File: config.mk
export PLATFORM = sky130hd
export DESIGN_NAME = seq_divider
export DESIGN_NICKNAME = d
export VERILOG_FILES = /design/src/rtl/divider_pkg.sv /design/src/rtl/div_step.sv /design/src/rtl/seq_divider.sv
export SDC_FILE = /design/constraint.sdc
export NUM_CORES = 1
export LEC_CHECK = 0
export BUFFER_PORTS_ARGS = -buffer_cell sky130_fd_sc_hd__buf_2
export CAP_MARGIN = 20
export CORE_MARGIN = 2
export CORE_UTILIZATION = 51
export DETAILED_ROUTE_END_ITERATION = 8
export PLACE_DENSITY = 0.76
export SYNTH_ARGS = -nofsm -noshare
export SYNTH_HDL_FRONTEND = slang
export SYNTH_SLANG_ARGS = --single-unit
File: constraint.sdc
create_clock -name clk -period 2 [get_ports clk]
set_input_delay 0.5 -clock clk [delete_from_list [all_inputs] [get_ports clk]]
set_output_delay 0.5 -clock clk [all_outputs]
set_load 0.01 [all_outputs]
File: src/rtl/divider_pkg.sv
// Shared definitions for the sequential restoring divider: FSM encoding,
// default operand width and the iteration-counter width.
package divider_pkg;

   typedef enum logic [1:0] {
      IDLE = 2'b00,
      CALC = 2'b01,
      DONE = 2'b10
   } state_t;

   localparam int DEF_WIDTH = 8;

   // Counter must hold 2*w itself, hence the +1.
   function automatic int cnt_width(input int w);
      return $clog2(2 * w + 1);
   endfunction

endpackage

File: src/rtl/div_step.sv
// One restoring-division iteration: shift in the next dividend bit, then
// subtract the divisor if it fits. Pure combinational.
module div_step #(
   parameter int WIDTH = 8
) (
   input  logic [WIDTH-1:0] i_prem,
   input  logic             i_bit,
   input  logic [WIDTH-1:0] i_divisor,
   output logic [WIDTH-1:0] o_prem,
   output logic             o_qbit
);

   logic [WIDTH:0]   w_t;
   logic             w_ge;
   logic [WIDTH-1:0] w_diff;

   assign w_t    = {i_prem, i_bit};
   assign w_ge   = (w_t >= {1'b0, i_divisor});
   // t < 2*divisor, so t - divisor fits in WIDTH bits; modular subtract is exact.
   assign w_diff = w_t[WIDTH-1:0] - i_divisor;

   assign o_prem = w_ge ? w_diff : w_t[WIDTH-1:0];
   assign o_qbit = w_ge;

endmodule

File: src/rtl/seq_divider.sv
// Sequential restoring divider, one quotient bit per clock, with a level
// start / done handshake shared with the shift-add multiplier.
module seq_divider
   import divider_pkg::*;
#(
   parameter int WIDTH = DEF_WIDTH
) (
   input  logic                 clk,
   input  logic                 reset_n,
   input  logic                 start,
   input  logic [2*WIDTH-1:0]   dividend,
   input  logic [WIDTH-1:0]     divisor,
   output logic [2*WIDTH-1:0]   quotient,
   output logic [WIDTH-1:0]     remainder,
   output logic                 done,
   output logic                 div_by_zero
);

   localparam int DW    = 2 * WIDTH;
   localparam int CNT_W = cnt_width(WIDTH);

   state_t           r_state;
   logic [CNT_W-1:0] r_cnt;
   logic [DW-1:0]    r_dvd_sr;
   logic [WIDTH-1:0] r_div;
   logic [WIDTH-1:0] r_prem;

   logic [WIDTH-1:0] w_prem;
   logic             w_qbit;

   div_step #(.WIDTH(WIDTH)) u_step (
      .i_prem    (r_prem),
      .i_bit     (r_dvd_sr[DW-1]),
      .i_divisor (r_div),
      .o_prem    (w_prem),
      .o_qbit    (w_qbit)
   );

   // Quotient bits enter the dividend shift register from the LSB as the
   // dividend bits leave from the MSB; after 2*WIDTH shifts it holds the quotient.
   always_ff @(posedge clk or negedge reset_n) begin
      if (!reset_n) begin
         r_state     <= IDLE;
         r_cnt       <= '0;
         r_dvd_sr    <= '0;
         r_div       <= '0;
         r_prem      <= '0;
         quotient    <= '0;
         remainder   <= '0;
         done        <= 1'b0;
         div_by_zero <= 1'b0;
      end else begin
         case (r_state)
            IDLE: begin
               if (start) begin
                  r_dvd_sr <= dividend;
                  r_div    <= divisor;
                  r_prem   <= '0;
                  r_cnt    <= CNT_W'(DW);
                  if (divisor == '0) begin
                     quotient    <= '1;
                     remainder   <= '0;
                     div_by_zero <= 1'b1;
                     done        <= 1'b1;
                     r_state     <= DONE;
                  end else begin
                     r_state <= CALC;
                  end
               end
            end
            CALC: begin
               r_prem   <= w_prem;
               r_dvd_sr <= {r_dvd_sr[DW-2:0], w_qbit};
               r_cnt    <= r_cnt - CNT_W'(1);
               if (r_cnt == CNT_W'(1)) begin
                  quotient    <= {r_dvd_sr[DW-2:0], w_qbit};
                  remainder   <= w_prem;
                  div_by_zero <= 1'b0;
                  done        <= 1'b1;
                  r_state     <= DONE;
               end
            end
            DONE: begin
               if (!start) begin
                  done    <= 1'b0;
                  r_state <= IDLE;
               end
            end
            default: r_state <= IDLE;
         endcase
      end
   end

endmodule

After elaboration in Yosys (flattened, before gate mapping):

Cells that the tools add are included.

* reductions and logical operators: 9
* magnitude comparators: 1
* eq/ne operators: 7
* muxes and demuxes: 27
* $add $sub $neg: 2

Operators with widths (count)
* 16-bit 2-to-1 mux: 4
* 16-bit one-hot mux with 2 select lines: 2
* 8-bit 2-to-1 mux: 5
* 8-bit one-hot mux with 2 select lines: 2
* 5-bit one-hot mux with 2 select lines: 1
* 9-bit by 8-bit >= comparator with 1-bit output: 1
* 8-bit logical NOT: 1
* 2-bit 2-to-1 mux: 4
* 2-bit inequality test (second input constant): 4
* 8-bit subtractor: 1
* 2-bit one-hot mux with 3 select lines: 1
* 5-bit by 1-bit equality test with 1-bit output (second input constant): 1
* 1-bit 2-to-1 mux: 5
* 5-bit 2-to-1 mux: 1
* 5-bit AND reduction: 1
* 5-bit by 1-bit subtractor with 5-bit output (second input constant): 1
* 2-bit AND reduction: 2
* 4-bit AND reduction: 1
* 1-bit one-hot mux with 3 select lines: 1
* 3-bit AND reduction: 1
* 3-bit nonzero test: 1
* 2-bit by 1-bit equality test with 1-bit output (second input constant): 1
* 2-bit equality test (second input constant): 1
* 2-bit logical NOT: 1
* 2 further kinds: 2

* bits in registers: 65
* logic and storage cells: 55

Depth between registers and ports, before layout:

Gate-level depths: netlist (run 1).

* depth in word-level cells: 4
* gate-level depth with buffers: 9
* gate-level depth less buffers: 8

By module:

Synthesis (run 1) repeated with hierarchy kept, for this count alone.

* cell total of the unflattened synthesis: 322
* area total of the unflattened synthesis: 3408.3 µm²

By module, submodules not included
* seq_divider: seq. area each 1626.6 µm², times used 1, area each 2869.0 µm², cells an instance 256
* div_step: seq. area each 0.0 µm², times used 1, area each 539.3 µm², cells an instance 66

Worst setup path before layout (run 1):

No wires, ideal clock.

* path kind: reg-to-reg
* from: register r_prem[3]
* to: register remainder[4]
* arrival time: 2.098 ns
* cell stages (with the launch flop): 8
* data required time: 1.931 ns
* buffers on the path: 1
* path slack: -0.168 ns
* setup time: 0.069 ns
* cells stage by stage: dfrtp_1 > ha_1 > a21o_1 > a31o_2 > o221a_2 > buf_2 > or4_1 > nand3_1

* longest elaborated chain between the ends: 4
* elaborated cells on any way between the ends: 5
* those cells by class: 1 x add/sub; 1 x order compare; 3 x mux

RTL lines
* start: declaration: RTL line seq_divider.sv:26 `logic [WIDTH-1:0] r_prem;`
* start signal: assignment: RTL line seq_divider.sv:72 `r_prem <= w_prem;`
* 8-bit subtractor / 9-bit by 8-bit >= comparator with 1-bit output (equally long branches): RTL line div_step.sv:20, div_step.sv:18
* 8-bit 2-to-1 mux *: RTL line div_step.sv:22 `assign o_prem = w_ge ? w_diff : w_t[WIDTH-1:0];`
* 8-bit 2-to-1 mux *: RTL line seq_divider.sv:75 `if (r_cnt == CNT_W'(1)) begin`
* 8-bit one-hot mux with 2 select lines *: RTL line seq_divider.sv:53 `case (r_state)`
* end signal: assignment: RTL line seq_divider.sv:77 `remainder <= w_prem;`
* end: declaration: RTL line seq_divider.sv:14 `output logic [WIDTH-1:0] remainder,`

Every way passes the cells marked *; elsewhere a longest branch is shown, timed or not. The select of a mux whose other input is x is not followed.
A chain may end at the register's enable or synchronous reset.

Worst setup path in the final report (run 1):

* from: register r_cnt[1]
* to: register remainder[1]

* longest elaborated chain between the ends: 3

RTL lines
* start: declaration: RTL line seq_divider.sv:23 `logic [CNT_W-1:0] r_cnt;`
* start signal: assignment: RTL line seq_divider.sv:59 `r_cnt <= CNT_W'(DW);`
* start signal: assignment: RTL line seq_divider.sv:74 `r_cnt <= r_cnt - CNT_W'(1);`
* 5-bit by 1-bit equality test with 1-bit output: RTL line seq_divider.sv:75
* 2-bit inequality test (no source line)
* 4-bit AND reduction (no source line)

No other way between the ends.

==> run_results.csv, run 1 <==
group,metric,value,unit
final_layout,ff_latch_area,1630,um2
yosys,synth_compound_area_frac,0.202,
yosys,syn_area_per_cell,9.88,um2
yosys,syn-instance-count,328,
grt,grt_pass1_wl,14100,um
flow_run,cap_violations,0,
detailed_routing,first_pass_iters,4,
clock_network,insertion_delay,0.35,ns
clock_network,cts_hold_buf,0,
die,initial_utilization,0.519,
final_layout,final_common_cell,"dfrtp_1",
die,core-area,6240,um2
power_and_ir_drop,cellPowerDensity,1960,nW/um2
yosys,synth_edf_count,0,
grt,grt.total_usage,0.254,
yosys,synthXorXnorAreaFrac,0.00541,
clock_network,cts_sinks,65,
sta,finalSetupViolations,7,
yosys,synthTopCellsByArea,"dfrtp_1 (50%), nand2_1 (5.8%), mux2i_1 (4.6%)",
sta,fin_tns_setup,-0.267,ns
sta,postLayoutSetupSlackWorst,-0.0927,ns
sta,fmaxAchievable,478,MHz
yosys,synth_top_cell_area_share,0.502,
final_layout,fillCellCount,463,
yosys,synth.distinct_cells,50,
sta,slew_headroom,0.618,
die,pin_count,53,
yosys,synth_top_family_by_area,"compound AO/OA/AOI/OAI gates",
sta,fin_crit,2.09,ns
setup_path,worstPathArrival,2.33,ns
place,post-place-cells,484,
detailed_routing,vias,2949,
setup_path,critPathMaxFanout,6,
die,fp-row-count,29,
setup_path,worstSetupEndpointType,"flip-flop",
clock_network,htree_num_levels,3,
yosys,yosys.area.top_type,"dfrtp_1",
power_and_ir_drop,irDropWorstVdd,0.993,mV
yosys,synth_fp_nets,366,
yosys,synthFlopType,"dfrtp_1",
die,die_w,83.7,um
sta,report.final.slew_viol_count,0,
clock_network,clockRootBuffer,"clkbuf_8",
final_layout,multi_input_area,1740,um2
outcome,violations,"setup timing",
die,design.die.area,7000,um2
setup_path,cp-start-kind,"flip-flop",
final_layout,finalNetCount,469,
detailed_routing,wl_per_cell,17.4,um
sta,worst_slew_pin_slew,0.572,ns
sta,grt_setup_unrepaired,"true",
detailed_routing,antenna_left,0,
yosys,synth-seq-area-share,0.502,
final_layout,layout-drive-gt1-share,0.400,
power_and_ir_drop,power_leakage,0.00205,uW
yosys,synth_area,3240,um2
final_layout,diodes,0,
detailed_routing,drt_iter0_markers,202,
setup_path,required,2.24,ns
setup_path,worst_path_max_delay_cell,"or4b_4",
yosys,ys_seq_elements,65,
clock_network,path_clk_slew,0.08,ns
die,fp.dieH,83.7,um
yosys,synthSimpleGateAreaFrac,0.155,
sta,hold_viol,0,
setup_path,worstSetupPathType,"flip-flop to flip-flop",
place,dp_hpwl,5850,um
detailed_routing,via_per_inst,5.76,
clock_network,cts_buffers,9,
clock_network,cts_max_path_buffers,2,
outcome,outcome,"complete, but fails checks",
yosys,yosys.area_share.adder,0.0448,
worst_hold_path,min_path_type,"input port to asynchronous set/reset pin",
sta,finalClockSkew,0.00721,ns
detailed_routing,route.detailed.drc,0,
place,io_buffers,52,
clock_network,cts_tree,"yes",
grt,antenna_found_initial,0,
detailed_routing,routed_wl,8910,um
setup_path,regToRegSetupSlack,-0.09,ns
final_layout,mostFrequentLayoutCells,"dfrtp_1 (65), buf_2 (52), buf_4 (50), nand2_1 (45), o21ai_0 (25)",
grt,gr-total-overflow,0,
setup_path,max_stage_delay,0.46,ns
final_layout,fin_cells,512,
setup_path,crit_chain,"inv_2, ha_4, or4b_4, or2_4, and2_4, buf_6, a221o_1",
place,place.gp.congestion,0.896,
grt,grt_max_degree,39,
yosys,muxShareOfSynthArea,0.0498,
final_layout,area_growth,39.2,%
sta,fin_crit_sh,1.05,
grt,grt_pass1_vias,2977,
yosys,ys_warn_count,0,
yosys,ys_async_sr_fraction,1.00,
## flip-flops by register name (all words and copies together) (netlist names)
register	count
quotient	16
r_dvd_sr	16
done	1
div_by_zero	1
r_prem	8
r_state	2
r_div	8
remainder	8
r_cnt	5
## per-layer routing
| layer | wire (um) | GRT usage | vias up |
|---|---|---|---|
| met5 | 0 | 0 | - |
| met4 | 135 | 0.0777 | 0 |
| met3 | 486 | 0.0643 | 12 |
| met2 | 4430 | 0.425 | 87 |
| met1 | 3860 | 0.327 | 1452 |
| li1 | - | - | 1398 |
## cell families after synthesis
family,Yosys count
adders and majority gates,11
muxes,16
and+or+nand+nor,105
xor gates and xnor gates,2
DFF,65
buffers and inverters,33
AOI/OAI and AO/OA,96
## power by group
part           switching [uW]  leakage (uW)  total (uW)  internal (uW)
Sequential                440      0.000781        2400           1960
Clock                     530      0.000104        1260            726
Combinational            2740       0.00116        5190           2450
## cell type report
type,count,share of cell area
flip-flops and latches,65,0.361
multi-input cells,230,0.385
inverters,11,0.00915
well taps,77,0.0214
clock buffers,10,0.0305
clock inverters,5,0.0178
repair buffers,114,0.176
## per-stage QoR
| stage | hold slack (ns) | utilization | setup slack, ns | cell area [um2] | total power, uW |
|---|---|---|---|---|---|
| after global placement | 0.466 | 0.628 | -0.0846 | 3920 | 6370 |
| after global routing | 0.163 | 0.723 | -0.131 | 4510 | 9430 |
| after detailed placement | 0.473 | 0.628 | -0.119 | 3920 | 6510 |
| after CTS | 0.150 | 0.685 | -0.0568 | 4270 | 8010 |
| after floorplan | 0.204 | - | -0.0754 | 3260 | 4880 |
| final | 0.137 | 0.723 | -0.0927 | 4510 | 8840 |
## path summary, 6_finish.rpt
path                        startpoint            to  cells past startpoint
max                           r_cnt[1]  remainder[1]                      7
min                            reset_n      r_div[2]                      1
max reg2reg                   r_cnt[1]  remainder[1]                      7
min reg2reg                quotient[1]   quotient[1]                      1
max in group asynchronous      reset_n   quotient[9]                      2
min in group clk            divisor[2]      r_div[2]                      3
## worst max-delay path, delay by kind of cell, from the launching register on
kind                       cells  cell delay [ns]
buffers and inverters          2             0.22
DFF                            1             0.40
and+or+nand+nor                3             0.90
adders and majority gates      1             0.12
AOI/OAI and AO/OA              1             0.34
## cells in the mapped netlist (2+ instances only)
cell type  count
a211oi_1       3
a21o_1         3
a21oi_1       15
a221o_1        2
a22oi_1        2
a31oi_1        2
buf_2          7
clkbuf_1      14
dfrtp_1       65
ha_1          10
inv_1         11
mux2i_1       15
nand2_1       50
nand2b_1       7
nand3_1        5
nand3b_1       3
nand4_1        4
nor2_1        15
nor2b_1        2
nor3_1         5
nor3b_1        2
nor4_1         2
o2111ai_1      3
o211ai_1       8
o21ai_0       27
o22a_1        15
o22ai_1        2
o311ai_0       3
o31ai_1        2
or4_1          3
xor2_1         2
## what timing repair did
action                                  in CTS  in global routing
pin swaps                                    6                 17
resized for setup                           20                 47
endpoints found under the setup margin      26                 35
cloned                                       0                  1
buffers inserted                             8                  5
(Power assumes the default switching activity.)
==> run 2, diff against run 1 <==
--- a/config.mk
+++ b/config.mk
@@ -11,6 +11,7 @@
 export CORE_UTILIZATION = 51
 export DETAILED_ROUTE_END_ITERATION = 8
 export PLACE_DENSITY = 0.76
+export SETUP_SLACK_MARGIN = 0.3
 export SYNTH_ARGS = -nofsm -noshare
 export SYNTH_HDL_FRONTEND = slang
 export SYNTH_SLANG_ARGS = --single-unit
==> run_results.csv, run 2 (synthesis results as in run 1) <==
group,metric,value,unit
outcome,outcome,"complete, but fails checks",
outcome,violations,"setup timing",
setup_path,regToRegSetupSlack,-0.14,ns
sta,postLayoutSetupSlackWorst,-0.136,ns
final_layout,finalNetCount,464,
setup_path,critical_path.startpoint,"r_dvd_sr[15]",
sta,fmaxAchievable,468,MHz
power_and_ir_drop,power_leakage,0.00203,uW
setup_path,r2r-end,"remainder[4]",
setup_path,required,2.29,ns
power_and_ir_drop,clkPwrFrac,0.125,
final_layout,utilization,0.730,
sta,fin_crit_sh,1.07,
die,design.die.area,7000,um2
power_and_ir_drop,p_comb_frac,0.601,
detailed_routing,wl_per_cell,18.6,um
setup_path,cp-start-kind,"flip-flop",
die,pin_count,53,
final_layout,layout-drive-gt1-share,0.390,
clock_network,cts_buffers,9,
detailed_routing,antenna_left,0,
setup_path,worstPathArrival,2.42,ns
die,core-area,6240,um2
sta,hold_viol,0,
grt,grt_pass1_vias,2966,
final_layout,mostFrequentLayoutCells,"dfrtp_1 (63), buf_2 (53), nand2_1 (48), buf_4 (39), o21ai_0 (26)",
setup_path,r2r-start,"r_dvd_sr[15]",
setup_path,critPathMaxFanout,6,
clock_network,cts_sinks,65,
die,fp.dieH,83.7,um
sta,worst_slew_pin_slew,0.384,ns
setup_path,worstSetupPathType,"flip-flop to flip-flop",
clock_network,cts_max_path_buffers,2,
detailed_routing,drt_iter0_markers,290,
setup_path,cp-endpoint,"remainder[4]",
sta,report.final.slew_viol_count,0,
power_and_ir_drop,p_int,4960,uW
detailed_routing,first_pass_iters,5,
sta,whs,0.140,ns
setup_path,worstSetupEndpointType,"flip-flop",
worst_hold_path,min_path_type,"input port to asynchronous set/reset pin",
clock_network,insertion_delay,0.35,ns
detailed_routing,vias,3085,
flow_run,cap_violations,0,
grt,antenna_found_initial,0,
sta,slew_headroom,0.741,
final_layout,diodes,0,
power_and_ir_drop,power.total,8840,uW
power_and_ir_drop,switching_power,3880,uW
grt,gr-total-overflow,0,
place,dp_hpwl,5560,um
final_layout,top_regs,"quotient x16, r_dvd_sr x16",
detailed_routing,routed_wl,9430,um
power_and_ir_drop,swShare,0.439,
clock_network,cts_tree,"yes",
power_and_ir_drop,irDropWorstVdd,1.20,mV
place,place.gp.congestion,0.909,
sta,finalClockSkew,0.00766,ns
clock_network,htree_num_levels,3,
final_layout,area_growth,40.7,%
power_and_ir_drop,cellPowerDensity,1940,nW/um2
grt,grt_max_degree,66,
clock_network,path_clk_slew,0.07,ns
sta,fin_crit,2.14,ns
sta,finalSetupViolations,21,
clock_network,clockRootBuffer,"clkbuf_8",
power_and_ir_drop,pwr-share-seq,0.274,
setup_path,rr_worst_depth,6,
final_layout,final_common_cell,"dfrtp_1",
grt,grt_pass1_wl,14200,um
detailed_routing,route.detailed.drc,0,
die,die_w,83.7,um
place,io_buffers,52,
grt,grt.total_usage,0.255,
sta,grt_setup_unrepaired,"true",
die,initial_utilization,0.519,
detailed_routing,via_per_inst,6.07,
die,fp-row-count,29,
-- run 2: cell count changes in the layout (fill, tap and decap cells not counted), sizes merged --
| cell | delta |
|---|---|
| bufinv | -1 |
| clkinvlp | -2 |
| clkinv | +1 |
| clkbuf | +3 |
| buf | -5 |
-- run 2: layer usage --
layer / global-route usage / wire [um]
met4: 0.0924 / 397
met2: 0.417 / 4600
met1: 0.325 / 3730
met3: 0.0692 / 700
met5: 0 / 0
-- run 2: critical path, cell delays in order, from the launching register on --
cell and delay [ns]:
dfrtp_1 0.40, inv_1 0.10, ha_2 0.32, a31o_4 0.28, o221a_4 0.31, or4_1 0.55, nand3_1 0.12
-- run 2: cell type report --
class	instances	area [um2]
multi-input cells	230	1790
fillers	423	1680
flip-flops and latches	65	1630
repair buffers	109	812
clock buffers	13	149
well taps	77	96.3
inverters	11	41.3
clock inverters	3	40.0
-- run 2: worst min path at each step --
stage                             from  cells after the start  slack, ns      endpoint
after floorplan                reset_n                      0       0.20   div_by_zero
after global placement     quotient[5]                      1       0.47   quotient[5]
after detailed placement  remainder[5]                      2       0.47  remainder[5]
after CTS                      reset_n                      2       0.17      r_div[5]
after global routing           reset_n                      2       0.19      r_div[4]
final                          reset_n                      2       0.14      r_div[7]
-- run 2: power by group through the flow --
stage	clock network (uW)	logic, uW	registers, uW
floorplan	0	2670	2430
global placement	0	4020	2370
detailed placement	0	4130	2390
CTS	1120	4660	2380
global route	1170	5700	2480
finish	1110	5310	2420
-- run 2: repair_timing --
action,4_1_cts,5_1_grt
pin swaps,16,22
endpoints found under the hold margin,0,0
setup buffers,8,4
hold buffers,0,0
gates resized for setup,40,25
gates cloned,1,1
setup endpoints to repair,35,55
-- run 2: metrics by stage --
stage | setup slack [ns] | cells | TNS [ns] | instance area (um2)
5_1_grt | -0.139 | 508 | -1.88 | 4560
2_1_floorplan | -0.0544 | 328 | -0.0544 | 3350
4_1_cts | -0.0437 | 503 | -0.0969 | 4360
3_3_place_gp | -0.0937 | 478 | -0.209 | 3900
6_report | -0.136 | 508 | -0.788 | 4560
3_5_place_dp | -0.135 | 478 | -0.816 | 3900
==> run 3, diff against run 2 <==
==> constraint.sdc (replaced) <==
create_clock -name clk -period 1.8 [get_ports clk]
set_input_delay 0.45 -clock clk [delete_from_list [all_inputs] [get_ports clk]]
set_output_delay 0.45 -clock clk [all_outputs]
set_load 0.01 [all_outputs]
==> run_results.csv, run 3 (synthesis results as in run 1) <==
group,metric,value,unit
outcome,outcome,"complete, but fails checks",
outcome,violations,"setup timing",
place,io_buffers,52,
worst_hold_path,min_path_type,"input port to asynchronous set/reset pin",
clock_network,cts_buffers,9,
power_and_ir_drop,cellPowerDensity,2260,nW/um2
detailed_routing,routed_wl,10800,um
clock_network,path_clk_slew,0.09,ns
clock_network,cts_sinks,65,
power_and_ir_drop,power.total,11200,uW
grt,grt_pass1_wl,15200,um
power_and_ir_drop,power_leakage,0.00226,uW
setup_path,worstSetupEndpointType,"flip-flop",
die,design.die.area,7000,um2
sta,whs,0.0867,ns
detailed_routing,route.detailed.drc,0,
sta,finalClockSkew,0.0116,ns
setup_path,max_stage_delay,0.47,ns
final_layout,diodes,0,
place,place.gp.congestion,0.911,
sta,fin_crit,2.10,ns
grt,antenna_found_initial,0,
final_layout,area_growth,53.7,%
detailed_routing,wl_per_cell,19.8,um
sta,postLayoutSetupSlackWorst,-0.296,ns
grt,gr-total-overflow,0,
setup_path,worst_path_max_delay_cell,"or4b_4",
final_layout,final_common_cell,"buf_4",
die,initial_utilization,0.519,
die,pin_count,53,
sta,grt_setup_unrepaired,"true",
detailed_routing,first_pass_iters,5,
detailed_routing,drt_iter0_markers,345,
grt,grt.total_usage,0.276,
final_layout,top_regs,"quotient x16, r_dvd_sr x16",
die,fp-row-count,29,
setup_path,worstSetupPathType,"flip-flop to flip-flop",
sta,report.final.slew_viol_count,0,
setup_path,critPathMaxFanout,5,
clock_network,insertion_delay,0.36,ns
power_and_ir_drop,irDropWorstVdd,1.32,mV
sta,fin_crit_sh,1.16,
setup_path,worstPathArrival,2.33,ns
clock_network,cts_hold_buf,0,
sta,slew_headroom,0.734,
detailed_routing,antenna_left,0,
sta,worst_slew_pin_slew,0.397,ns
place,dp_hpwl,5880,um
final_layout,fin_cells,544,
die,die_w,83.7,um
clock_network,clockRootBuffer,"clkbuf_8",
grt,grt_max_degree,66,
die,fp.dieH,83.7,um
place,post-place-cells,502,
setup_path,crit_top_cell,"buf_6",
clock_network,cts_max_path_buffers,2,
setup_path,required,2.04,ns
flow_run,cap_violations,0,
detailed_routing,via_per_inst,6.05,
final_layout,mostFrequentLayoutCells,"buf_4 (73), dfrtp_1 (64), buf_2 (52), nand2_1 (44), o21ai_0 (25)",
setup_path,crit_chain,"inv_2, ha_4, or4b_4, or2_4, and2_4, buf_6, buf_6, a32oi_1, o21ai_1",
clock_network,htree_num_levels,3,
die,core-area,6240,um2
detailed_routing,vias,3293,
clock_network,cts_tree,"yes",
final_layout,finalNetCount,500,
sta,fmaxAchievable,477,MHz
setup_path,cp-start-kind,"flip-flop",
sta,finalSetupViolations,33,
grt,grt_pass1_vias,3211,
sta,hold_viol,0,
final_layout,layout-drive-gt1-share,0.480,
-- run 3: changes by cell type in the layout (fill, tap and decap cells not counted), moves of 3 or more --
cell      before  now
nor2_4         2    5
inv_6          0    3
a21oi_1       13   10
buf_4         39   73
clkbuf_1       3    0
buf_6          9   13
nand2_1       48   44
-- run 3: report_power, final --
group	internal, uW	switching (uW)
registers	2180	528
logic	3500	3710
clock network	654	664
total	6330	4910
-- run 3: worst max-delay path: cells and delay by family, from the launching register on --
kind                       cells  cell delay, ns
buffers and inverters          3            0.32
adders and majority gates      1            0.13
and+or+nand+nor                3            0.88
DFF                            1            0.40
AOI/OAI and AO/OA              2            0.24
-- run 3: final timing paths --
path                         startpoint      endpoint  slack [ns]  cells after the start
min reg2reg                quotient[15]  quotient[15]        0.50                      1
min in group clk             divisor[7]      r_div[7]        0.31                      3
min                             reset_n      r_div[2]        0.09                      2
max in group asynchronous       reset_n    r_state[0]        1.39                      2
max                            r_cnt[1]  remainder[6]       -0.30                      9
max reg2reg                    r_cnt[1]  remainder[6]       -0.30                      9
-- run 3: final cells by class --
type	instances	area (um2)
Multi-Input combinational cell	230	1910
Fill cell	360	1260
Inverter	11	41.3
Clock inverter	7	77.6
Sequential cell	65	1630
Tap cell	77	96.3
Timing Repair Buffer	145	1110
Clock buffer	9	124
-- run 3: per-layer routing --
metal / global-route usage / vias to the layer above / part of all wire
met5: 0 / - / 0
met1: 0.321 / 1628 / 0.38
li1: - / 1452 / -
met3: 0.0742 / 49 / 0.068
met2: 0.484 / 164 / 0.51
met4: 0.109 / 0 / 0.040
-- run 3: stage by stage --
stage | setup TNS, ns | util | instance area, um2 | worst slack, ns
6_report | -5.79 | 0.798 | 4980 | -0.296
2_1_floorplan | -2.17 | - | 3360 | -0.254
3_3_place_gp | -6.39 | 0.657 | 4100 | -0.306
4_1_cts | -4.75 | 0.736 | 4590 | -0.228
3_5_place_dp | -8.82 | 0.657 | 4100 | -0.337
5_1_grt | -8.05 | 0.798 | 4980 | -0.370
-- run 3: repair_timing --
| action | in CTS | in global routing |
|---|---|---|
| resized for setup | 53 | 42 |
| buffers inserted | 5 | 19 |
| gates cloned | 1 | 1 |
| endpoints found under the setup margin | 56 | 55 |
| pin swaps | 9 | 18 |
